$ cat config.mk
export PLATFORM = sky130hd
export DESIGN_NAME = alu_step_loader
export DESIGN_NICKNAME = d
export VERILOG_FILES = /design/src/rtl/alu_pkg.sv /design/src/rtl/alu.sv /design/src/rtl/btn_conditioner.sv /design/src/rtl/alu_step_loader.sv
export SDC_FILE = /design/constraint.sdc
export NUM_CORES = 1
export LEC_CHECK = 0
export CAP_MARGIN = 20
export CORE_MARGIN = 2
export CORE_UTILIZATION = 50
export DETAILED_ROUTE_END_ITERATION = 16
export PLACE_DENSITY = 0.79
export SETUP_SLACK_MARGIN = 0.4
export SLEW_MARGIN = 5
export SYNTH_ARGS = -nofsm -noshare
export SYNTH_HDL_FRONTEND = slang
export SYNTH_SLANG_ARGS = --single-unit
$ cat constraint.sdc
create_clock -name I_clk -period 2.5 [get_ports I_clk]
set_input_delay 0.5 -clock I_clk [delete_from_list [all_inputs] [get_ports I_clk]]
set_output_delay 0.5 -clock I_clk [all_outputs]
set_load 0.02 [all_outputs]
$ cat src/rtl/alu_pkg.sv
// alu_pkg: op-code constants, step-sequencer state encoding and the one-hot state display map.
package alu_pkg;
  localparam logic [5:0] OP_ADD = 6'b100000;
  localparam logic [5:0] OP_SUB = 6'b100010;
  localparam logic [5:0] OP_AND = 6'b100100;
  localparam logic [5:0] OP_OR  = 6'b100101;
  localparam logic [5:0] OP_XOR = 6'b100110;
  localparam logic [5:0] OP_NOR = 6'b100111;
  localparam logic [5:0] OP_SRA = 6'b000011;
  localparam logic [5:0] OP_SRL = 6'b000010;
  typedef enum logic [2:0] {
    ST_LOAD_A  = 3'd0,
    ST_LOAD_B  = 3'd1,
    ST_LOAD_OP = 3'd2,
    ST_EXEC    = 3'd3,
    ST_RESULT  = 3'd4
  } state_e;
  function automatic logic [2:0] state_onehot(state_e s);
    return s == ST_LOAD_A ? 3'b001 : s == ST_LOAD_B ? 3'b010 : s == ST_LOAD_OP ? 3'b100 : 3'b000;
  endfunction
endpackage

$ cat src/rtl/alu.sv
// alu: combinational signed ALU; unknown op codes give result 0 with overflow 0.
module alu
  import alu_pkg::*;
#(
  parameter int NB_DATA = 8,
  parameter int NB_OP   = 6
) (
  input  logic [NB_DATA-1:0] a_i,
  input  logic [NB_DATA-1:0] b_i,
  input  logic [NB_OP-1:0]   op_i,
  output logic [NB_DATA-1:0] res_o,
  output logic               ovf_o,
  output logic               zero_o
);
  localparam int M = NB_DATA - 1;
  always_comb begin
    res_o = '0;
    ovf_o = 1'b0;
    case (op_i)
      OP_ADD: begin
        res_o = a_i + b_i;
        ovf_o = (a_i[M] == b_i[M]) && (res_o[M] != a_i[M]);
      end
      OP_SUB: begin
        res_o = a_i - b_i;
        ovf_o = (a_i[M] != b_i[M]) && (res_o[M] != a_i[M]);
      end
      OP_AND:  res_o = a_i & b_i;
      OP_OR:   res_o = a_i | b_i;
      OP_XOR:  res_o = a_i ^ b_i;
      OP_NOR:  res_o = ~(a_i | b_i);
      OP_SRA:  res_o = $signed(a_i) >>> b_i;
      OP_SRL:  res_o = a_i >> b_i;
      default: res_o = '0;
    endcase
  end
  assign zero_o = ~|res_o;
endmodule

$ cat src/rtl/btn_conditioner.sv
// btn_conditioner: 2-flop sync, optional debounce (ALU_STEP_DEBOUNCE_EN), rising-edge 1-cycle pulse.
module btn_conditioner #(
  parameter int DEBOUNCE_CYCLES = 1_000_000,
  parameter int NB_DBC          = $clog2(DEBOUNCE_CYCLES + 1)
) (
  input  logic clk_i,
  input  logic rst_i,
  input  logic btn_i,
  output logic pulse_o
);
  logic [1:0] sync_q;
  logic [1:0] fill_q;
  logic       stable_q;
  logic       armed_q;
  logic       pulse_q;
  logic       accept;
`ifdef ALU_STEP_DEBOUNCE_EN
  logic [NB_DBC-1:0] cnt_q;
  logic              lvl_q;
  always_ff @(posedge clk_i) begin
    if (rst_i) begin
      cnt_q <= '0;
      lvl_q <= 1'b0;
    end else begin
      lvl_q <= sync_q[1];
      cnt_q <= (sync_q[1] != lvl_q) ? '0 : (cnt_q == NB_DBC'(DEBOUNCE_CYCLES)) ? cnt_q : cnt_q + NB_DBC'(1);
    end
  end
  assign accept = (sync_q[1] == lvl_q) && (cnt_q == NB_DBC'(DEBOUNCE_CYCLES));
`else
  logic unused_cfg;
  assign unused_cfg = ^{DEBOUNCE_CYCLES, NB_DBC};
  assign accept     = 1'b1;
`endif
  // A button held through reset stays disarmed until a released level is accepted.
  always_ff @(posedge clk_i) begin
    if (rst_i) begin
      sync_q   <= '0;
      fill_q   <= '0;
      stable_q <= 1'b0;
      armed_q  <= 1'b0;
      pulse_q  <= 1'b0;
    end else begin
      sync_q   <= {sync_q[0], btn_i};
      fill_q   <= fill_q[1] ? fill_q : fill_q + 2'd1;
      stable_q <= accept ? sync_q[1] : stable_q;
      armed_q  <= armed_q | (accept && fill_q[1] && !sync_q[1]);
      pulse_q  <= accept && armed_q && sync_q[1] && !stable_q;
    end
  end
  assign pulse_o = pulse_q;
endmodule

$ cat src/rtl/alu_step_loader.sv
// alu_step_loader: one-button step sequencer capturing A, B, op from switches and holding the ALU result.
// Define ALU_STEP_DEBOUNCE_EN for the full button debounce counter.
module alu_step_loader
  import alu_pkg::*;
#(
  parameter int NB_DATA         = 8,
  parameter int NB_OP           = 6,
  parameter int DEBOUNCE_CYCLES = 1_000_000,
  parameter int NB_DBC          = $clog2(DEBOUNCE_CYCLES + 1)
) (
  input  logic               I_clk,
  input  logic               reset_button,
  input  logic [NB_DATA-1:0] I_sw,
  input  logic               I_btn_next,
  input  logic               I_btn_back,
  output logic [NB_DATA-1:0] O_led,
  output logic               O_overflow,
  output logic               O_zero,
  output logic [2:0]         O_state,
  output logic               O_valid
);
  state_e             state_q, state_d;
  logic [NB_DATA-1:0] a_q, a_d, b_q, b_d, res_q, res_d, led_q, led_d, alu_res;
  logic [NB_OP-1:0]   op_q, op_d;
  logic               ovf_q, ovf_d, zero_q, zero_d, alu_ovf, alu_zero;
  logic               ovf_out_q, zero_out_q, valid_q;
  logic [2:0]         state_out_q;
  logic               next_p, back_p, nx, bk, clr;
  btn_conditioner #(.DEBOUNCE_CYCLES(DEBOUNCE_CYCLES), .NB_DBC(NB_DBC)) u_btn_next (
    .clk_i(I_clk), .rst_i(reset_button), .btn_i(I_btn_next), .pulse_o(next_p)
  );
  btn_conditioner #(.DEBOUNCE_CYCLES(DEBOUNCE_CYCLES), .NB_DBC(NB_DBC)) u_btn_back (
    .clk_i(I_clk), .rst_i(reset_button), .btn_i(I_btn_back), .pulse_o(back_p)
  );
  alu #(.NB_DATA(NB_DATA), .NB_OP(NB_OP)) u_alu (
    .a_i(a_q), .b_i(b_q), .op_i(op_q), .res_o(alu_res), .ovf_o(alu_ovf), .zero_o(alu_zero)
  );
  // Simultaneous next and back cancel each other.
  assign nx = next_p & ~back_p;
  assign bk = back_p & ~next_p;
  always_comb begin
    state_d = state_q;
    case (state_q)
      ST_LOAD_A:  state_d = nx ? ST_LOAD_B : ST_LOAD_A;
      ST_LOAD_B:  state_d = nx ? ST_LOAD_OP : bk ? ST_LOAD_A : ST_LOAD_B;
      ST_LOAD_OP: state_d = nx ? ST_EXEC : bk ? ST_LOAD_B : ST_LOAD_OP;
      ST_EXEC:    state_d = ST_RESULT;
      ST_RESULT:  state_d = nx ? ST_LOAD_A : bk ? ST_LOAD_OP : ST_RESULT;
      default:    state_d = ST_LOAD_A;
    endcase
  end
  assign clr    = (state_d == ST_LOAD_A) && (state_q != ST_LOAD_A);
  assign a_d    = (state_q == ST_LOAD_A && nx) ? I_sw : a_q;
  assign b_d    = (state_q == ST_LOAD_B && nx) ? I_sw : b_q;
  assign op_d   = (state_q == ST_LOAD_OP && nx) ? I_sw[NB_OP-1:0] : op_q;
  assign res_d  = (state_q == ST_EXEC) ? alu_res : clr ? '0 : res_q;
  assign ovf_d  = (state_q == ST_EXEC) ? alu_ovf : clr ? 1'b0 : ovf_q;
  assign zero_d = (state_q == ST_EXEC) ? alu_zero : clr ? 1'b0 : zero_q;
  assign led_d  = (state_d == ST_RESULT) ? res_d : I_sw;
  // Output registers are loaded from next-state values so they line up with the state change.
  always_ff @(posedge I_clk) begin
    if (reset_button) begin
      state_q     <= ST_LOAD_A;
      a_q         <= '0;
      b_q         <= '0;
      op_q        <= '0;
      res_q       <= '0;
      ovf_q       <= 1'b0;
      zero_q      <= 1'b0;
      led_q       <= '0;
      ovf_out_q   <= 1'b0;
      zero_out_q  <= 1'b0;
      state_out_q <= 3'b001;
      valid_q     <= 1'b0;
    end else begin
      state_q     <= state_d;
      a_q         <= a_d;
      b_q         <= b_d;
      op_q        <= op_d;
      res_q       <= res_d;
      ovf_q       <= ovf_d;
      zero_q      <= zero_d;
      led_q       <= led_d;
      ovf_out_q   <= (state_d == ST_RESULT) && ovf_d;
      zero_out_q  <= (state_d == ST_RESULT) && zero_d;
      state_out_q <= state_onehot(state_d);
      valid_q     <= state_d == ST_RESULT;
    end
  end
  assign O_led      = led_q;
  assign O_overflow = ovf_out_q;
  assign O_zero     = zero_out_q;
  assign O_state    = state_out_q;
  assign O_valid    = valid_q;
endmodule

**Yosys cells after proc, flatten, opt, wreduce, memory -nomap -nowiden**

Cells that the tools add are included.

- Register bits after elaboration: 63
- Input bits: 12
- Output and inout bits: 14
- Logic and storage cells: 106

- Add/subtract/negate cells: 4
- Equality and inequality tests: 19
- Shift-type cells: 2
- Mux-type cells: 21
- Bitwise gates (word level): 10
- Reductions and logical operators: 25

Operators by type and width:

| cell | count |
|---|---|
| $pmux 8 s8 | 1 |
| $eq 6x6->1 const B | 6 |
| $mux 8 | 3 |
| $pmux 3 s5 | 1 |
| $logic_and 1x1->1 | 14 |
| $eq 6x2->1 const B | 2 |
| $mux 2 | 6 |
| $eq 3x2->1 const B | 3 |
| $mux 3 | 3 |
| $add 8x8->8 | 1 |
| $and 8x8->8 | 1 |
| $not 8->8 | 1 |
| $or 8x8->8 | 1 |
| $reduce_or 8->1 | 1 |
| $shr 8x8->8 | 1 |
| $sshr 8x8->8 | 1 |
| $sub 8x8->8 | 1 |
| $xor 8x8->8 | 1 |
| $eq 3x1->1 const B | 2 |
| $eq 3x3->1 const B | 2 |
| $logic_not 3->1 | 2 |
| $mux 1 | 6 |
| $logic_not 1->1 | 5 |
| $add 2x1->2 const B | 2 |
| 9 further kinds | 14 |

**Depth between registers and ports, before layout**

Gate-level depths: netlist of the first run.

- Depth after elaboration: 10
- Gate-level depth with buffers: 11

**Modules after synthesis**

A second synthesis of the first run with hierarchy kept.

- Cell total of the unflattened synthesis: 489
- Area, all modules: 4150.2 sq um

By module, submodules not included:

| module | times used | cells each | area an instance (sq um) |
|---|---|---|---|
| alu_step_loader | 1 | 209 | 1961.9 |
| alu | 1 | 244 | 1760.4 |
| btn_conditioner | 2 | 18 | 214.0 |

**Worst setup path before layout of the first run**

OpenSTA, ideal clock, no wires.

- Path kind: register to register
- Start point: register b_q[1]
- End point: register zero_out_q, in the netlist O_zero
- Setup time: 0.069 ns
- Arrival time: 2.731 ns
- Path slack: -0.300 ns
- Cell stages (with the launch flop): 11
- Clock period less this slack: 2.800 ns
- Cell sequence: dfxtp_1 -> buf_2 -> inv_1 -> ha_1 -> a211oi_1 -> o21ai_0 -> a211oi_2 -> nor2_1 -> o32a_1 -> or4_1 -> o21ai_1

- Word-level cells in the longest chain between the ends: 7
- Elaborated cells between the ends (all ways): 13
- Classes of those cells: add/sub: 2; shift: 2; mux: 2; bitwise: 4; reduce/logical: 3

Ends and longest elaborated chain:

| item | line | source |
|---|---|---|
| from (decl) | alu_step_loader.sv:23 | `logic [NB_DATA-1:0] a_q, a_d, b_q, b_d, res_q, res_d, led_q, led_d, alu_res;` |
| from (signal assigned) | alu_step_loader.sv:65 | `b_q <= '0;` |
| from (signal assigned) | alu_step_loader.sv:78 | `b_q <= b_d;` |
| branches (longest 2 deep; another with $sub 8x8->8) | -- |  |
| $pmux 8 s8 (*) | alu.sv:19 | `case (op_i)` |
| $reduce_or 8->1 (*) | alu.sv:37 | `assign zero_o = ~\|res_o;` |
| $logic_not 1->1 (*) | alu.sv:37 |  |
| $mux 1 (*) | alu_step_loader.sv:58 | `assign zero_d = (state_q == ST_EXEC) ? alu_zero : clr ? 1'b0 : zero_q;` |
| $logic_and 1x1->1 (*) | alu_step_loader.sv:85 | `zero_out_q <= (state_d == ST_RESULT) && zero_d;` |
| to (signal assigned) | alu_step_loader.sv:85 |  |
| to (decl) | alu_step_loader.sv:26 | `logic ovf_out_q, zero_out_q, valid_q;` |

Every way passes the cells marked *.
A chain may end at the register's enable or synchronous reset.

**Final worst setup path of the first run**

- Start point: register a_q[0]
- End point: register zero_q

- Word-level cells in the longest chain between the ends: 6
- Elaborated cells between the ends (all ways): 12
- Classes of those cells: add/sub: 2; shift: 2; mux: 2; bitwise: 4; reduce/logical: 2

Ends and longest elaborated chain:

| item | line | source |
|---|---|---|
| from (decl) | alu_step_loader.sv:23 |  |
| from (signal assigned) | alu_step_loader.sv:64 | `a_q <= '0;` |
| from (signal assigned) | alu_step_loader.sv:77 | `a_q <= a_d;` |
| branches (longest 2 deep; another with $sub 8x8->8) | -- |  |
| $pmux 8 s8 (*) | alu.sv:19 |  |
| $reduce_or 8->1 (*) | alu.sv:37 |  |
| $logic_not 1->1 (*) | alu.sv:37 |  |
| $mux 1 (*) | alu_step_loader.sv:58 |  |
| to (signal assigned) | alu_step_loader.sv:82 | `zero_q <= zero_d;` |
| to (decl) | alu_step_loader.sv:25 | `logic ovf_q, ovf_d, zero_q, zero_d, alu_ovf, alu_zero;` |

Marks and branches as above.

==> results.md, run 1 <==
- Clock root buffer: clkbuf_8
- Buffers on Ports: 25
- Worst path required time: 2770 ps
- Largest net degree at the start of global routing: 34
- Post-Syn Instances: 510
- Clock Sink Count: 63
- Hold_buf cts: 0
- Chip height: 94.8 um
- Max VDD drop: 0.295 mV
- CP Capture Type: flop
- Initial DRC count: 432
- Worst slack, placed: -255 ps
- Syn Nets: 549
- Synth-to-Final Area Change: 33.3%
- Diodes inserted: 0
- R2R depth: 10
- Clk pwr share: 0.445
- Reg2reg setup slack: -210 ps
- Min Tclk post-route: 2710 ps
- Initial antenna violation count: 0
- Most common cell in the netlist: nor2_1
- Fin worst setup slack: -207 ps
- Post-Syn Area per Cell: 8.08 um2
- Internal power: 1.65 mW
- Synth area leaders: dfxtp_1 31%, ha_1 7.6%, nor2_1 6.1%, mux2i_1 5.6%, nand2_1 4.0%
- Asr flop ratio synth: 0
- Via count: 4218
- Layout Skew: 13.3 ps
- Gr ovfl total: 0
- Pleak: 2.10 nW
- Via/cell ratio: 6.05
- Row cnt: 33
- CP startpoint kind: flop
- Post-synthesis sequential area ratio: 0.306
- Final setup viols: 7
- Clk buf depth: 2
- HPWL Detailed: 9860 um
- Fmax: 0.369 GHz
- Failing checks: setup timing
- Post-synth top area cell: dfxtp_1
- Post-Syn Area: 4120 um2
- Min Hold Slack: 391 ps
- H-tree levels: 3
- Hold depth: 1
- Syn. warnings: 0
- EDFF count, synth: 0
- Number of global-route vias before repair: 4024
- Logic pwr share: 0.068
- RSZ-0062 raised after global routing: yes
- Final #Nets: 626
- Number of max-cap violations: 0
- CTS tree: yes
- Hold WC Path Type: flop to flop
- Sw Ratio: 0.233
- Synth top area share: 0.306
- Final Max Tran Viols: 0
- Die area: 8990 um2
- Gr usage total: 0.304
- Routed WL: 13200 um
- IO Count: 26
- Core footprint: 8090 um2
- Final Cycle Share: 1.08
- Psw: 0.501 mW
- Reg2reg end: zero_q
- Least-Margin Pin Slew: 653 ps
- First-pass GRT wire length: 20800 um
- Worst Path Arrival: 2970 ps
- Hold Vio Cnt, Final: 0
- Routed Antenna Nets: 0
- Cell Count, Final, Fillers Out: 697
- Critical Path Fanout Max: 3
- Yosys cell types: 71
- Hold endpoint: u_btn_next.pulse_o
- Status: finished, violations left
- Clock insertion delay at the later pin of the skew report: 340 ps
- Hold_sp: u_btn_next.stable_q
- Setup_tns: -818 ps
- Placed instance count: 671
- Residual DRC: 0
- Reg-to-Reg Start: a_q[0]
- FF+latch count, synth: 63
- Routability cong.: 0.976
- DIE WIDTH: 94.8 um
- Initial cell density of the core: 0.509
- Inserted Clock Buffers: 9
- PwrDens: 391 nW/um2
- Sequential share of power: 0.488
- Commonest cells in the netlist: 67 x nor2_1, 63 x dfxtp_1, 44 x nand2_1, 32 x a21oi_1
- First-pass DRT Iterations: 6
- Clock transition at the registers of the reported paths: 80 ps
- Top FF cell, synth: dfxtp_1
- Routed length per instance: 18.9 um
- Relative slew slack: 0.562
- Share of layout cells above drive strength 1: 0.275
- Critical path class: flop to flop
placed cells by master, fill, tap and decap left out, types with 6 or more instances in the layout:
master,count
nand2_1,44
clkdlybuf4s50_1,24
nor3_1,16
o21ai_0,14
nand3_1,7
dfxtp_2,6
clkbuf_8,10
nor2b_1,12
nand2b_1,9
dfxtp_1,53
inv_1,19
buf_4,68
ha_1,19
a21oi_1,30
a211oi_1,7
nor2_1,66
mux2i_1,22
worst max path at each step:
stage / startpoint / slack [ps] / cells after the start / endpoint
final: a_q[0] / -210 / 10 / zero_q
after detailed placement: a_q[0] / -260 / 10 / zero_q
after floorplan: a_q[0] / 9 / 10 / O_zero
after CTS: a_q[0] / -240 / 10 / zero_q
after global placement: a_q[0] / -120 / 10 / O_zero
after global routing: a_q[0] / -330 / 10 / zero_q
per-stage QoR:
stage                util  cell area (um2)  power [mW]
floorplan               -             4280        1.15
global placement    0.612             4950        1.21
detailed placement  0.612             4950        1.21
CTS                 0.667             5390        2.16
global route        0.679             5500        2.22
finish              0.679             5500        2.15
timing repair:
item	4_1_cts	5_1_grt
endpoints found under the setup margin	20	20
gates cloned	1	0
buffers inserted	6	3
pin swaps	10	8
resized for setup	30	16
cells by family after synthesis:
family | share of synthesized area
XOR/XNOR | 0.0149
AO/OA/AOI/OAI | 0.210
flip-flops | 0.306
buffers and inverters | 0.0574
multiplexers | 0.0859
adder cells (fa/ha/maj) | 0.0856
AND/OR/NAND/NOR | 0.240
critical path: stages, from the launching register on:
cell     delay [ps]
dfxtp_2         350
inv_2            50
ha_4            160
fa_1            470
inv_1            40
mux4_2          460
a221o_1         320
a221o_1         340
nor4_2          150
nand4_1         160
o22ai_1         150
layer usage:
layer  wire length (um)  track usage  part of all wire  vias up
met5                  0            0                 0        -
met3               1150       0.0638             0.087       32
met2               5950        0.467              0.45      205
li1                   -            -                 -     1974
met4                345       0.0954             0.026        0
met1               5760        0.426              0.44     2007
flip-flops by register name, summed over array words and instances, names as in the netlist, 2 cells and up:
register / cells
O_state: 3
a_q: 8
O_led: 8
op_q: 6
u_btn_next.fill_q: 2
b_q: 8
res_q: 8
u_btn_back.fill_q: 2
u_btn_next.sync_q: 2
u_btn_back.sync_q: 2
state_q: 3
power groups by stage:
stage                     Combinational [mW]  Clock [mW]  Sequential (mW)
final                                  0.146       0.955             1.05
after global routing                   0.159        1.01             1.05
after global placement                 0.137           0             1.07
after floorplan                       0.0694           0             1.08
after detailed placement               0.140           0             1.07
after CTS                              0.143       0.970             1.05
cell type report:
cell class,instances,area (um2)
Clock inverter,4,50.0
Sequential cell,63,1280
Inverter,27,108
Timing Repair Buffer,98,860
Tap cell,105,131
Multi-Input combinational cell,388,2900
Fill cell,673,2600
Clock buffer,12,166
No activity file was read; power rests on OpenSTA's default activity.
==> run 2, diff against run 1 <==
--- a/config.mk
+++ b/config.mk
@@ -8,6 +8,7 @@
 export CAP_MARGIN = 20
 export CORE_MARGIN = 2
 export CORE_UTILIZATION = 50
+export CTS_CLUSTER_DIAMETER = 60
 export DETAILED_ROUTE_END_ITERATION = 16
 export PLACE_DENSITY = 0.79
 export SETUP_SLACK_MARGIN = 0.4
==> results of run 2 <==
Final layout, timing and power as in run 1 (identical DEF).
==> run 3, diff against run 2 <==
--- a/config.mk
+++ b/config.mk
@@ -10,6 +10,8 @@
 export CORE_UTILIZATION = 50
 export CTS_CLUSTER_DIAMETER = 60
 export DETAILED_ROUTE_END_ITERATION = 16
+export GPL_TIMING_DRIVEN = 0
+export HOLD_SLACK_MARGIN = 0.08
 export PLACE_DENSITY = 0.79
 export SETUP_SLACK_MARGIN = 0.4
 export SLEW_MARGIN = 5
==> run 3 against run 2 <==
The run still ends with setup timing left. Sequential share of layout area increased by 0.56 points. Total power increased by 2.1%. Critical path depth decreased by 1. Via count increased by 0.31%. Global-route usage decreased by 0.61 points. Final area about the same. Fmax decreased by 3.1%. First-iteration DRC count increased by 20%. Sequential cell count unchanged. Core utilization about the same. Clock power increased by 5%. Sequential power about the same.
==> results.md, run 3 (same netlist as run 1, synthesis figures left out) <==
- Gr usage total: 0.298 (was 0.304)
- Clock Sink Count: 63 (unchanged)
- Hold_buf cts: 0 (unchanged)
- Chip height: 94.8 um (unchanged)
- Number of max-cap violations: 0 (unchanged)
- Die area: 8990 um2 (unchanged)
- DIE WIDTH: 94.8 um (unchanged)
- Clock insertion delay at the later pin of the skew report: 340 ps (about the same)
- Max stage delay on crit path: 680 ps (was 470 ps)
- Initial cell density of the core: 0.509 (unchanged)
- Slowest-stage cell, CP: nor4_1 (was fa_1)
- Placed instance count: 640 (was 671)
- First-pass GRT wire length: 20600 um (was 20800 um)
- Final Cycle Share: 1.12 (was 1.08)
- Design Power: 2.19 mW (was 2.15 mW)
- Largest net degree at the start of global routing: 13 (was 34)
- H-tree levels: 3 (unchanged)
- Inserted Clock Buffers: 9 (unchanged)
- HPWL Detailed: 9150 um (was 9860 um)
- Max VDD drop: 0.528 mV (was 0.295 mV)
- Min Tclk post-route: 2790 ps (was 2710 ps)
- Final Max Tran Viols: 0 (unchanged)
- Routed Antenna Nets: 0 (unchanged)
- Final #Nets: 614 (was 626)
- Register area: 1310 um2 (was 1280 um2)
- Most frequent cells in the layout: 62 x nor2_1, 43 x dfxtp_1, 43 x nand2_1 (was 68 x buf_4, 66 x nor2_1, 53 x dfxtp_1)
- Relative slew slack: 0.485 (was 0.562)
- Clock transition at the registers of the reported paths: 80 ps (about the same)
- Row cnt: 33 (unchanged)
- Final core occ: 0.679 (about the same)
- Diodes inserted: 0 (unchanged)
- Footprint of the multi-input gates: 3010 um2 (was 2900 um2)
- Via/cell ratio: 6.18 (was 6.05)
- Initial DRC count: 520 (was 432)
- Core footprint: 8090 um2 (unchanged)
- Failing checks: setup timing (unchanged)
- Routed WL: 13000 um (was 13200 um)
- Initial antenna violation count: 0 (unchanged)
- Via count: 4231 (was 4218)
- Hold Vio Cnt, Final: 0 (unchanged)
- Residual DRC: 0 (unchanged)
- CP cell instances: buf_8 -> buf_4 -> nor4_1 -> a21oi_1 -> a31oi_1 -> o2111a_1 -> o211ai_1 -> or4_1 -> o22ai_1 (was inv_2 -> ha_4 -> fa_1 -> inv_1 -> mux4_2 -> a221o_1 -> a221o_1 -> nor4_2 -> nand4_1 -> o22ai_1)
- Layout Skew: 8.58 ps (was 13.3 ps)
- DP Area: 4660 um2 (was 4950 um2)
- Hold WC Path Type: flop to flop (unchanged)
- IO Count: 26 (unchanged)
- Worst slack, placed: -379 ps (was -255 ps)
- Synth-to-Final Area Change: 33.3% (about the same)
- Critical path class: flop to flop (unchanged)
- Clock root buffer: clkbuf_8 (unchanged)
- Fmax: 0.358 GHz (was 0.369 GHz)
- Fin worst setup slack: -294 ps (was -207 ps)
- Clk buf depth: 2 (unchanged)
- Least-Margin Pin Slew: 766 ps (was 653 ps)
- Gr ovfl total: 0 (unchanged)
- CP Capture Type: flop (unchanged)
- Fill cells: 631 (was 673)
- Most common cell after layout, fill and taps aside: nor2_1 (was buf_4)
- PwrDens: 399 nW/um2 (was 391 nW/um2)
- Final setup viols: 8 (was 7)
- Number of global-route vias before repair: 3986 (was 4024)
- Final instance area: 5490 um2 (was 5500 um2)
- Worst path required time: 2770 ps (about the same)
- CP startpoint kind: flop (unchanged)
- Share of layout cells above drive strength 1: 0.293 (was 0.275)
- Buffers on Ports: 24 (was 25)
- Status: finished, violations left (unchanged)
- RSZ-0062 raised after global routing: yes (unchanged)
- Cell Count, Final, Fillers Out: 685 (was 697)
- Pleak: 2.02 nW (was 2.10 nW)
- Routed length per instance: 19.0 um (was 18.9 um)
- Critical Path Fanout Max: 9 (was 3)
- CTS tree: yes (unchanged)
- Worst Path Arrival: 3070 ps (was 2970 ps)
- First-pass DRT Iterations: 7 (was 6)
- Routability cong.: 1.07 (was 0.976)
## run 3: cell type report
type	count	area share
multi-input cells	388	0.547
well taps	105	0.0239
plain buffers	32	0.0408
repair buffers	54	0.0870
inverters	27	0.0221
flip-flops and latches	63	0.239
clock buffers	9	0.0226
clock inverters	7	0.0171
## run 3: worst max-delay path: cells and delay by family, from the launching register on
family,cells,cell delay (ps)
buffers and inverters,2,300
DFF,1,370
AOI/OAI and AO/OA,5,910
and+or+nand+nor,2,1140
## run 3: path summary, 6_finish.rpt
path                                          start                 end  slack (ps)  cells past startpoint
worst min register to register  u_btn_next.stable_q  u_btn_next.pulse_o         390                      1
worst max-delay path                         b_q[1]              zero_q        -290                      9
worst min-delay path            u_btn_next.stable_q  u_btn_next.pulse_o         390                      1
worst max register to register               b_q[1]              zero_q        -290                      9
## run 3: routing by layer
metal | track usage | vias to the layer above | routed length (um)
met3 | 0.0694 | 47 | 1010
met1 | 0.394 | 2010 | 5510
li1 | - | 1963 | -
met5 | 0 | - | 0
met2 | 0.460 | 211 | 5920
met4 | 0.135 | 0 | 554
## run 3: stage by stage
step	setup TNS (ps)	hold slack, ps
finish	-1610	390
global route	-2420	415
CTS	-1620	391
detailed placement	-2410	388
global placement	-2370	385
floorplan	0	376
## run 3: report_power, final
group | leakage, nW | switching [mW] | internal, mW
Clock | 0.114 | 0.437 | 0.564
Sequential | 0.526 | 0.0179 | 1.02
Combinational | 1.38 | 0.0845 | 0.0685
## run 3: repair_timing
item	4_1_cts	5_1_grt
resized for setup	60	53
pin swaps	20	13
endpoints found under the setup margin	20	28
buffers inserted	15	14
